===== src/rtl/csi_frame_monitor.sv =====
// Frame/line structure monitor for the decoded CSI-2 payload stream (word clock domain).
// Define CSI_MON_CHECKSUM_EN to add the per-frame XOR checksum output frame_csum.
module csi_frame_monitor #(
    parameter int LANES   = 2,
    parameter int NLEDS   = 5,
    parameter int CNT_W   = 16,
    parameter int HB_BITS = 23
) (
    input  logic                 clock,
    input  logic                 reset,
    input  logic                 in_frame,
    input  logic                 in_line,
    input  logic [8*LANES-1:0]   payload_data,
    input  logic                 payload_enable,
    input  logic                 payload_frame,
    input  logic                 clear_err,
    output logic [CNT_W-1:0]     frame_count,
    output logic [CNT_W-1:0]     last_line_count,
    output logic [CNT_W-1:0]     last_line_words,
    output logic                 stats_valid,
    output logic                 line_len_err,
    output logic                 trunc_err,
    output logic [NLEDS-1:0]     leds,
    output logic                 heartbeat
`ifdef CSI_MON_CHECKSUM_EN
    ,
    output logic [8*LANES-1:0]   frame_csum
`endif
);

    typedef enum logic [1:0] {IDLE, FRAME, LINE} state_t;

    state_t             state;
    logic               in_frame_q;
    logic               in_line_q;
    logic [CNT_W-1:0]   line_cnt;
    logic [CNT_W-1:0]   word_cnt;
    logic [CNT_W-1:0]   ref_len;
    logic               first_line;
    logic [HB_BITS-1:0] hb_cnt;

    logic               frame_rise;
    logic               frame_fall;
    logic               line_rise;
    logic               line_fall;
    logic               accept;
    logic               line_close;
    logic               frame_close;
    logic               len_mismatch;
    logic               trunc_event;
    logic [CNT_W-1:0]   line_cnt_nxt;
    logic [CNT_W-1:0]   ref_len_nxt;

    // A line closing in the same cycle as its frame must be folded into the
    // frame stats, so the post-close line count and reference length are
    // computed here and used both for the line and the frame update.
    always_comb begin
        frame_rise   = in_frame & ~in_frame_q;
        frame_fall   = ~in_frame & in_frame_q;
        line_rise    = in_line & ~in_line_q;
        line_fall    = ~in_line & in_line_q;
        accept       = (state == LINE) && payload_enable && payload_frame && in_line;
        line_close   = (state == LINE) && line_fall;
        frame_close  = (state != IDLE) && frame_fall;
        trunc_event  = (state == LINE) && frame_fall && !line_fall;
        len_mismatch = line_close && !first_line && (word_cnt != ref_len);
        line_cnt_nxt = line_cnt;
        ref_len_nxt  = ref_len;
        if (line_close) begin
            if (line_cnt != '1)
                line_cnt_nxt = line_cnt + CNT_W'(1);
            if (first_line)
                ref_len_nxt = word_cnt;
        end
    end

    always_ff @(posedge clock) begin
        if (reset) begin
            state           <= IDLE;
            in_frame_q      <= 1'b0;
            in_line_q       <= 1'b0;
            line_cnt        <= '0;
            word_cnt        <= '0;
            ref_len         <= '0;
            first_line      <= 1'b0;
            hb_cnt          <= '0;
            frame_count     <= '0;
            last_line_count <= '0;
            last_line_words <= '0;
            stats_valid     <= 1'b0;
            line_len_err    <= 1'b0;
            trunc_err       <= 1'b0;
            leds            <= '0;
        end else begin
            in_frame_q   <= in_frame;
            in_line_q    <= in_line;
            hb_cnt       <= hb_cnt + HB_BITS'(1);
            stats_valid  <= 1'b0;
            // Error events take priority over a concurrent clear.
            line_len_err <= (line_len_err & ~clear_err) | len_mismatch;
            trunc_err    <= (trunc_err & ~clear_err) | trunc_event;

            if (accept) begin
                leds <= payload_data[NLEDS-1:0];
                if (word_cnt != '1)
                    word_cnt <= word_cnt + CNT_W'(1);
            end

            if (line_close) begin
                line_cnt   <= line_cnt_nxt;
                ref_len    <= ref_len_nxt;
                first_line <= 1'b0;
            end

            case (state)
                IDLE: begin
                    if (frame_rise) begin
                        state      <= FRAME;
                        line_cnt   <= '0;
                        ref_len    <= '0;
                        first_line <= 1'b1;
                    end
                end
                FRAME: begin
                    if (frame_fall)
                        state <= IDLE;
                    else if (line_rise) begin
                        state    <= LINE;
                        word_cnt <= '0;
                    end
                end
                LINE: begin
                    if (frame_fall)
                        state <= IDLE;
                    else if (line_fall)
                        state <= FRAME;
                end
                default: state <= IDLE;
            endcase

            if (frame_close) begin
                frame_count     <= frame_count + CNT_W'(1);
                last_line_count <= line_cnt_nxt;
                last_line_words <= ref_len_nxt;
                stats_valid     <= 1'b1;
            end
        end
    end

    assign heartbeat = hb_cnt[HB_BITS-1];

`ifdef CSI_MON_CHECKSUM_EN
    logic [8*LANES-1:0] csum_acc;

    always_ff @(posedge clock) begin
        if (reset) begin
            csum_acc   <= '0;
            frame_csum <= '0;
        end else begin
            if (state == IDLE && frame_rise)
                csum_acc <= '0;
            else if (accept)
                csum_acc <= csum_acc ^ payload_data;
            if (frame_close)
                frame_csum <= csum_acc;
        end
    end
`else
    // Only the LED slice of the payload is consumed without the checksum.
    logic unused_payload_bits;
    assign unused_payload_bits = ^payload_data;
`endif

endmodule

===== config.mk =====
export PLATFORM = sky130hd
export DESIGN_NAME = csi_frame_monitor
export DESIGN_NICKNAME = d
export VERILOG_FILES = /design/src/rtl/csi_frame_monitor.sv
export SDC_FILE = /design/constraint.sdc
export NUM_CORES = 1
export LEC_CHECK = 0
export CAP_MARGIN = 20
export CORE_MARGIN = 4
export CORE_UTILIZATION = 45
export DETAILED_ROUTE_END_ITERATION = 10
export PLACE_DENSITY = 0.65
export SLEW_MARGIN = 15
export SYNTH_ARGS = -nofsm -noshare
export SYNTH_HDL_FRONTEND = slang
export SYNTH_SLANG_ARGS = --single-unit

===== constraint.sdc =====
create_clock -name clock -period 3.97 [get_ports clock]
set_input_delay 0.5955 -clock clock [delete_from_list [all_inputs] [get_ports clock]]
set_output_delay 0.5955 -clock clock [all_outputs]
set_load 0.05 [all_outputs]

== After elaboration in Yosys (flattened, before gate mapping) ==
Index checks and enable logic that the tools add are counted.

* Latch bits: 0
* Input port bits: 23
* Memories: 0
* Memory bits (read-only): 0
* Bits in registers: 132
* Bits in writable memories: 0

* $add $sub $neg: 4
* Shift operators: 0
* Equal/unequal tests: 8
* Reductions and logical operators: 14
* Multiplexer cells: 25
* Multiply operators: 0
* $lt $le $gt $ge: 0
* Divide/modulo/power cells: 0
* Bitwise operators: 13

{| class="wikitable"
|+ Operators with widths
! kind !! number
|-
| 16-bit 2-to-1 mux || 15
|-
| 16-bit by 1-bit adder with 16-bit output, second input constant || 3
|-
| 16-bit inequality test, second input constant || 2
|-
| 23-bit by 1-bit adder with 23-bit output, second input constant || 1
|-
| 16-bit inequality test || 1
|-
| 2-bit 2-to-1 mux || 5
|-
| 1-bit logical AND || 9
|-
| 1-bit AND || 6
|-
| 3-bit inequality test, second input constant || 2
|-
| 2-bit one-hot mux with 3 select lines || 1
|-
| 1-bit NOT || 5
|-
| 1-bit 2-to-1 mux || 4
|-
| 3-bit AND reduction || 1
|-
| 2-bit by 1-bit equality test with 1-bit output, second input constant || 1
|-
| 2-bit equality test, second input constant || 1
|-
| 1-bit zero test || 2
|-
| 2-bit zero test || 1
|-
| 2-bit inequality test, second input constant || 1
|-
| 1-bit bitwise OR || 2
|-
| 2-bit nonzero test || 1
|}

== Depth between registers and ports, before layout ==
* Depth in word-level cells: 8
* Depth in mapped cells: 7
* Gate-level depth less buffers: 5

== Worst setup path before layout ==
Ideal clock, no wire load.

* Kind: register to register
* From: reg frame_count[0]
* To: reg frame_count[15]
* Stages on the path, launching flop included: 5
* Arrival: 1.995 ns
* Library setup time: 0.121 ns
* Slack: 1.855 ns
* Cells stage by stage: dfxtp_1 > nand3_1 > or4_1 > nor4_1 > mux2_2

* Longest elaborated chain between the ends: 1

{| class="wikitable"
|+ RTL lines
! element !! RTL line !! RTL
|-
| start, declared || 17 || <nowiki>output logic [CNT_W-1:0] frame_count,</nowiki>
|-
| start signal, assigned || 142 || <nowiki>frame_count <= frame_count + CNT_W'(1);</nowiki>
|-
| 16-bit by 1-bit adder with 16-bit output || 142 ||
|}

No other way between the ends.
A chain may end at the register's enable or synchronous reset.

== Worst setup path in the final report ==
* From: in in_line
* To: reg last_line_words[12]

* Longest elaborated chain between the ends: 4

{| class="wikitable"
|+ RTL lines
! element !! RTL line !! RTL
|-
| start, declared || 12 || <nowiki>input logic in_line,</nowiki>
|-
| 1-bit NOT || 61 || <nowiki>line_fall = ~in_line & in_line_q;</nowiki>
|-
| 1-bit AND || 61 ||
|-
| 1-bit logical AND || 63 || <nowiki>line_close = (state == LINE) && line_fall;</nowiki>
|-
| 16-bit 2-to-1 mux || 69 || <nowiki>if (line_close) begin</nowiki>
|-
| end signal, assigned || 144 || <nowiki>last_line_words <= ref_len_nxt;</nowiki>
|-
| end, declared || 19 || <nowiki>output logic [CNT_W-1:0] last_line_words,</nowiki>
|}

No other way between the ends.

==> metrics <==
placement-stage worst setup slack 1.040 ns; Post-synth top cells 132 x dfxtp_1, 82 x nor2_1, 51 x nand2_1, 39 x a21oi_1, 32 x clkbuf_1; Total Neg Setup Slack 0 ns; post-synthesis cell area 6027 um^2; die height 123.7 um; type of the worst setup path in2reg; hold crit path type reg2reg; Core Region 13,190 um^2; All-Layer GR Usage 0.1933; routed length per instance 15.36 um; detailed-route DRC error count 0; I/O Buffers 68; Main synth FF type dfxtp_1; Via density 5.693; crit share post-route 0.6332; multi-input logic area 3142 um^2; CTS sink cnt 132; count of final setup violators 0; Synth top area share 0.4384; Synth Register Bits 132; CP endpoint kind flop; final hold viol count 0; Bufs and invs on worst path 2; final worst slack 1.456 ns; Placer Congestion 0.8914; Post-CTS Hold Fix Bufs 0; Pre-antenna DRT Iters 5; pin count of the biggest net entering global routing 50; CP startpoint kind input pin; Slowest cell on crit path nand2_1; Ant. Diodes 0; crit-path cells clkdlybuf4s50_1 -> and4bb_1 -> buf_4 -> nand2_1 -> mux2i_1 -> a211oi_1; fin. max-slew vios 0; TritonCTS clock tree yes; die area 15,310 um^2; synth unique cells 61; Synth Warn # 0; most common cell in the netlist dfxtp_1; DRT antenna net count 0; layout cells sized above 1 0.08000; initial antenna violation count 0; clk slew on worst S/H paths 0.05 ns; Max clock buf depth 2; reg2reg setup slack 1.50 ns; Post-synth EDFFs 0; clock root cell clkbuf_16; routed via count 5,272; Top Layer Used met4; Worst-Skew Late Latency 0.42 ns; skew final 0.008824 ns; met2 wire len 6850 um; Pwr Density 415.9 nW/um^2; initial DRC count 354; min Tclk post-route 2.514 ns; CTS HTree Levels 4; Avg Cell Area, Syn 8.760 um^2; crit path DAT 2.79 ns; Area contributors post-synth dfxtp_1 44%, nor2_1 5.1%, mux2i_1 4.0%, xnor2_1 3.6%, a21oi_1 3.2%; post-CTS setup buffers 0; Syn Nets 715; WP data required 4.24 ns; Slew HR 0.3436; met1 WL 6451 um; total CTS buffers 17; area leader, netlist dfxtp_1; max-cap viol count 0; max frequency 397.8 MHz; delay-heaviest family, CP simple AND/OR/NAND/NOR gates; vias in the first global route 5,028; Leak Pwr 2.498 nW; die width 123.7 um; Post-layout nets 765; cts repair resizes 0; CP peak stage delay 0.64 ns; sequential area share after synthesis 0.4384; num ports 80; Initial Util 0.4569; first-pass GRT wire length 23,560 um; Post-Syn Instances 688; met3 routed WL 612 um; status finished clean; row cnt 42; Total Wirelength 14,230 um; Max FO, Critical Path 16; GRT overflow 0; RSZ-0062 raised after global routing false; Pwr Total 0.003077 W; dpl hpwl 9891 um; Reg area 2643 um^2; Peak supply drop 0.0003182 V; Worst Tran Pin Value 0.9846 ns; Layout area overhead 22.75%; asr flop ratio synth 0; Filler cells 1,176
-- worst paths after layout --
kind                             startpoint  cells past startpoint                   to
worst max register to register  line_cnt[0]                      5   last_line_count[3]
worst min-delay path                leds[4]                      2              leds[4]
worst min register to register      leds[4]                      2              leds[4]
worst max-delay path                in_line                      6  last_line_words[12]
-- flip-flops by register name (all words and copies together), names as in the netlist --
name	count
stats_valid	1
first_line	1
in_line_q	1
last_line_words	16
leds	5
frame_count	16
state	2
ref_len	16
hb_cnt	23
line_len_err	1
trunc_err	1
word_cnt	16
in_frame_q	1
line_cnt	16
last_line_count	16
-- power breakdown --
group | internal [W] | leakage (nW) | switching, W
registers | 0.00134 | 1.07 | 0.0000141
clock network | 0.00103 | 0.300 | 0.000554
logic | 0.0000456 | 1.13 | 0.0000927
-- worst register-to-register path, stage by stage (launching register included) --
cell	delay, ns
dfxtp_1	0.44
ha_1	0.26
nand3_1	0.24
nor4_2	0.90
o21ai_0	0.25
a311oi_1	0.30
-- per-layer routing --
| metal | global-route usage | up-vias |
|---|---|---|
| met3 | 0.05086 | 29 |
| met5 | 0 | - |
| met4 | 0.08235 | 0 |
| li1 | - | 2624 |
| met2 | 0.3126 | 117 |
| met1 | 0.2436 | 2502 |
-- cell usage in the layout, fill, tap and decap left out, types with 9 or more instances in the layout --
cell,instances
a211oi_1,25
nor2_1,81
mux2i_1,24
xnor2_1,25
dfxtp_1,132
o21ai_0,17
clkbuf_16,17
inv_1,21
nor4_1,18
nand4_1,24
or4_1,13
or3_1,9
o31ai_1,11
nand2_1,51
nor2b_1,11
a21oi_1,39
nor3_1,14
a311oi_1,9
clkdlybuf4s50_1,67
nand3_1,25
-- kinds of logic after synthesis --
family / after synthesis / synth area share
simple gates: 295 / 0.2632
flops: 132 / 0.4384
compound gates: 131 / 0.1482
buf+inv: 63 / 0.04235
xor+xnor: 32 / 0.04650
mux: 31 / 0.05294
fa+ha+maj: 4 / 0.008304
-- area by class of cell --
class / count / share of cell area
multi-input combinational: 493 / 0.4247
sequential: 132 / 0.3572
timing repair buffer: 73 / 0.09640
clock buffer: 22 / 0.06410
tap: 176 / 0.02976
clock inverter: 9 / 0.01725
inverter: 21 / 0.01065
-- through the flow --
stage / instances / area (um^2) / hold slack (ns) / utilization
CTS: 926 / 7393 / 0.4602 / 0.5605
finish: 926 / 7398 / 0.4534 / 0.5609
global route: 926 / 7398 / 0.4854 / 0.5609
detailed placement: 895 / 6792 / 0.4506 / 0.5149
floorplan: 688 / 6027 / 0.4415 / -
global placement: 895 / 6792 / 0.4435 / 0.5149
(Power assumes the default switching activity.)
